[src/rtl/pipeline_forward_net.sv]
// Operand bypass network: resolves each read port against the EX stage and a
// short history of retired results, and flags a hazard on pending (load) results.
module pipeline_forward_net #(
  parameter int NUM_RD     = 2,
  parameter int HIST_DEPTH = 2,
  parameter int DATA_W     = 32,
  parameter int IDX_W      = 5
) (
  input  logic                     clk,
  input  logic                     rst,
  input  logic                     advance,
  input  logic                     flush,
  input  logic [NUM_RD-1:0]        rd_en,
  input  logic [NUM_RD*IDX_W-1:0]  rd_idx,
  input  logic [NUM_RD*DATA_W-1:0] rf_val,
  input  logic                     ex_wr_en,
  input  logic [IDX_W-1:0]         ex_wr_idx,
  input  logic [DATA_W-1:0]        ex_wr_val,
  input  logic                     ex_pending,
  input  logic                     late_en,
  input  logic [DATA_W-1:0]        late_val,
  output logic [NUM_RD*DATA_W-1:0] fwd_val,
  output logic [NUM_RD-1:0]        fwd_hit,
  output logic                     hazard
);

  logic [HIST_DEPTH-1:0] h_valid;
  logic [HIST_DEPTH-1:0] h_pend;
  logic [IDX_W-1:0]      h_idx [HIST_DEPTH];
  logic [DATA_W-1:0]     h_val [HIST_DEPTH];

  logic                  fill;
  logic [HIST_DEPTH-1:0] cur_pend;
  logic [DATA_W-1:0]     cur_val [HIST_DEPTH];
  logic [NUM_RD-1:0]     port_haz;

  // The late fill is applied to entry 0 before any shift, so a concurrent
  // advance carries the filled value into entry 1.
  assign fill = late_en && h_valid[0] && h_pend[0];

  always_comb begin
    cur_pend    = h_pend;
    cur_val     = h_val;
    cur_pend[0] = h_pend[0] & ~fill;
    cur_val[0]  = fill ? late_val : h_val[0];
  end

  always_ff @(posedge clk or posedge rst) begin
    if (rst) begin
      h_valid <= '0;
      h_pend  <= '0;
      for (int i = 0; i < HIST_DEPTH; i++) begin
        h_idx[i] <= '0;
        h_val[i] <= '0;
      end
    end else if (flush) begin
      h_valid <= '0;
      h_pend  <= '0;
    end else if (advance) begin
      h_valid[0] <= ex_wr_en && (ex_wr_idx != '0);
      h_pend[0]  <= ex_pending;
      h_idx[0]   <= ex_wr_idx;
      h_val[0]   <= ex_wr_val;
      for (int i = 1; i < HIST_DEPTH; i++) begin
        h_valid[i] <= h_valid[i-1];
        h_pend[i]  <= cur_pend[i-1];
        h_idx[i]   <= h_idx[i-1];
        h_val[i]   <= cur_val[i-1];
      end
    end else if (fill) begin
      h_pend[0] <= 1'b0;
      h_val[0]  <= late_val;
    end
  end

  for (genvar p = 0; p < NUM_RD; p++) begin : g_port
    logic [IDX_W-1:0]  idx;
    logic              found;
    logic              pend;
    logic [DATA_W-1:0] val;

    assign idx = rd_idx[p*IDX_W +: IDX_W];

    // Oldest-to-newest scan so the newest matching entry overrides; EX beats all.
    always_comb begin
      found = 1'b0;
      pend  = 1'b0;
      val   = '0;
      if (idx != '0) begin
        if (ex_wr_en && (ex_wr_idx == idx)) begin
          found = 1'b1;
          pend  = ex_pending;
          val   = ex_wr_val;
        end else begin
          for (int i = HIST_DEPTH - 1; i >= 0; i--) begin
            if (h_valid[i] && (h_idx[i] == idx)) begin
              found = 1'b1;
              pend  = h_pend[i];
              val   = h_val[i];
            end
          end
        end
      end
    end

    assign fwd_hit[p]  = found && !pend;
    assign port_haz[p] = rd_en[p] && found && pend;
    assign fwd_val[p*DATA_W +: DATA_W] = (idx == '0)       ? '0  :
                                         (found && !pend)  ? val :
                                         rf_val[p*DATA_W +: DATA_W];
  end

  assign hazard = |port_haz;

endmodule

[config.mk]
export PLATFORM = sky130hd
export DESIGN_NAME = pipeline_forward_net
export DESIGN_NICKNAME = d
export VERILOG_FILES = /design/src/rtl/pipeline_forward_net.sv
export SDC_FILE = /design/constraint.sdc
export NUM_CORES = 1
export LEC_CHECK = 0
export BUFFER_PORTS_ARGS = -buffer_cell sky130_fd_sc_hd__buf_2
export CORE_AREA = 2 2 113 115
export CTS_BUF_LIST = sky130_fd_sc_hd__clkbuf_8
export DETAILED_ROUTE_END_ITERATION = 7
export DIE_AREA = 0 0 115 117
export PLACE_DENSITY = 0.81
export SYNTH_ARGS = -nofsm -noshare
export SYNTH_HDL_FRONTEND = slang
export SYNTH_SLANG_ARGS = --single-unit
[constraint.sdc]
create_clock -name clk -period 2.5 [get_ports clk]
set_input_delay 0.25 -clock clk [delete_from_list [all_inputs] [get_ports clk]]
set_output_delay 0.25 -clock clk [all_outputs]
set_load 0.03 [all_outputs]
==> qor.txt <==
Yosys top cell area share -> 0.316
total power -> 3840 uW
Hold WC Path Type -> in2reg
flop2flop setup slack -> 0.68 ns
critical-path maximum fanout -> 32
leak pwr -> 0.00397 uW
vias per inst -> 5.91
Area contributors post-synth -> dfrtp_1 (32%), mux2i_1 (16%), a221o_1 (10%)
antenna cells -> 0
outcome -> complete, but fails checks
first-pass GRT wire length -> 31.3 mm
f_max -> 355 MHz
routed wire length per instance -> 18.7 um
# port buffers -> 218
prevailing post-synth register cell -> dfrtp_1
DP Worst Slack -> -0.00249 ns
commonest non-fill, non-tap cells in the layout -> nand2_1 (165), buf_2 (153), o21ai_0 (87), buf_4 (81), dfrtp_1 (77)
CTS clk-pin slew, worst paths -> 0.08 ns
Peak VDD IR -> 0.000284 V
Die Wd -> 115 um
Max-cap violations -> 0
die height -> 117 um
Psw -> 1300 uW
Final Critical Period -> 2.81 ns
WS Path Type -> reg2out
DRC Markers -> 0
endpoints failing hold -> 0
Detailed Route WL -> 21.0 mm
worst setup margin -> -0.314 ns
clock root cell -> clkbuf_8
die footprint -> 13500 sq um
Placer Congestion -> 0.874
maximum clock insertion buffer count -> 2
pwr/cell area -> 456 nW/um^2
Syn Area/Cell -> 8.15 sq um
Skew-Pair Late Insertion Delay -> 0.35 ns
period utilisation layout -> 1.13
Startpoint Class -> flip-flop
Post-synth ARST share -> 1.00
TritonRoute pass-1 iters -> 6
Placed Area -> 7600 sq um
syn_nets -> 911
global-route usage over all layers -> 0.295
Cell Count Post-Placement -> 1092
Post-DRT Antenna Nets -> 0
Worst setup EP type -> primary output
violated checks -> negative setup slack
CTS tree -> yes
starting DRC count in detailed routing -> 405
Clock Skews -> 0.0146 ns
DR vias -> 6645
cell taking the most area after synthesis -> dfrtp_1
Rel. slew slack -> 0.364
cell row count -> 41
Synth Warn # -> 0
final net count -> 1122
Hold Worst Slack -> 0.186 ns
power share of the combinational group -> 0.306
vias in the first global route -> 6249
cell-internal power -> 2540 uW
Worst EP required -> 2.25 ns
CP arrival -> 2.56 ns
final non-filler cell total -> 1125
most common cell after layout, fill and taps aside -> nand2_1
RSZ-0062 raised after global routing -> true
htree depth -> 3
largest net degree at the start of global routing -> 65
post-synthesis register bit count -> 78
power share of the sequential group -> 0.424
Syn-to-layout area delta -> 36.2%
final instance area -> 8420 sq um
max-slew violations -> 0
core area -> 12300 sq um
Initial Utilization -> 0.502
final setup vio count -> 67
worst slew pin tran -> 0.952 ns
Post-Syn Area -> 6180 sq um
sw frac -> 0.338
GRT Residual Overflow -> 0
post-synthesis instance total -> 759
initial antenna violation count -> 0
Yosys cell types -> 38
Num CTS Buffers -> 9
fraction of layout cells with a size suffix above 1 -> 0.354
Post-synth EDFFs -> 0
# IOs -> 219
clock share of power -> 0.270
Final HPWL DP -> 13.5 mm
post-synthesis sequential area ratio -> 0.316
# clock sinks -> 78
path summary, 6_finish.rpt:
kind                              startpoint     endpoint  cells after the start
worst max-delay path                h_idx[6]  fwd_val[35]                      8
worst min-delay path            ex_wr_idx[3]     h_idx[8]                      2
worst max register to register    h_valid[0]    h_val[60]                      5
worst min register to register   cur_val[13]  cur_val[13]                      2
max in group asynchronous                rst  cur_val[12]                      4
min in group asynchronous                rst     h_idx[5]                      3
critical path: stages (launching register included):
cell and delay [ns]:
dfrtp_2 0.45, xor2_2 0.21, nor2_2 0.09, a311oi_4 0.39, buf_8 0.29, a221o_1 0.19
o21ai_0 0.18, mux2i_4 0.21, buf_4 0.19
synthesized netlist by cell type (2+ instances only):
cell      count
a21oi_1      35
o21ai_0      87
and3_1        5
mux2i_1      97
o21ai_1      41
nand2_1     165
buf_6         3
buf_12        3
mux2_2        6
o31a_1        2
nor2_1       43
nor3_2        2
mux2_1        4
clkbuf_1     58
buf_2         4
xor2_1       14
xnor2_1      16
nand2b_1      3
a221oi_2      2
inv_2         2
nor3_1        4
nand3_1       6
a221o_1      64
o21ai_4       2
dfrtp_1      78
flip-flops by register name, indices dropped and copies added, names as in the netlist:
name,count
h_idx,10
h_pend,2
h_val,32
cur_val,32
h_valid,2
metal layers:
layer	wire, um	up-vias	track usage
met2	10300	331	0.512
met5	0	-	0
li1	-	3158	-
met3	1470	39	0.0386
met4	458	0	0.0988
met1	8760	3117	0.384
metrics by stage:
stage          setup TNS, ns  utilization
5_1_grt               -23.27        0.684
3_5_place_dp        -0.00249        0.618
3_3_place_gp               0        0.618
2_1_floorplan          -1.96            -
4_1_cts               -14.94        0.662
6_report              -14.85        0.684
power by group through the flow:
stage | clock network (uW) | logic, uW | registers [uW]
after global routing | 1110 | 1280 | 1660
after floorplan | 0 | 696 | 1610
after global placement | 0 | 1020 | 1630
after detailed placement | 0 | 1040 | 1650
after CTS | 1050 | 1120 | 1620
final | 1040 | 1180 | 1630
logic make-up after synthesis:
kind of cell	Yosys count	synth area share
xor+xnor	30	0.0425
simple gates	234	0.152
buf+inv	72	0.0561
flops	78	0.316
mux	107	0.175
compound gates	238	0.258
final cells by class:
| type | count | area [sq um] |
|---|---|---|
| clock inverter | 3 | 41.3 |
| tap | 150 | 188 |
| fill | 1003 | 3890 |
| multi-input combinational | 609 | 4140 |
| inverter | 3 | 15.0 |
| sequential | 78 | 1950 |
| timing repair buffer | 269 | 1900 |
| clock buffer | 13 | 179 |
timing repair:
action,in CTS,in global routing
pin swaps,7,12
hold buffers,1,0
gates resized for setup,79,42
endpoints found under the setup margin,67,67
setup buffers,7,7
cloned,2,3
hold endpoints to repair,31,0
No activity file was read; power rests on OpenSTA's default activity.
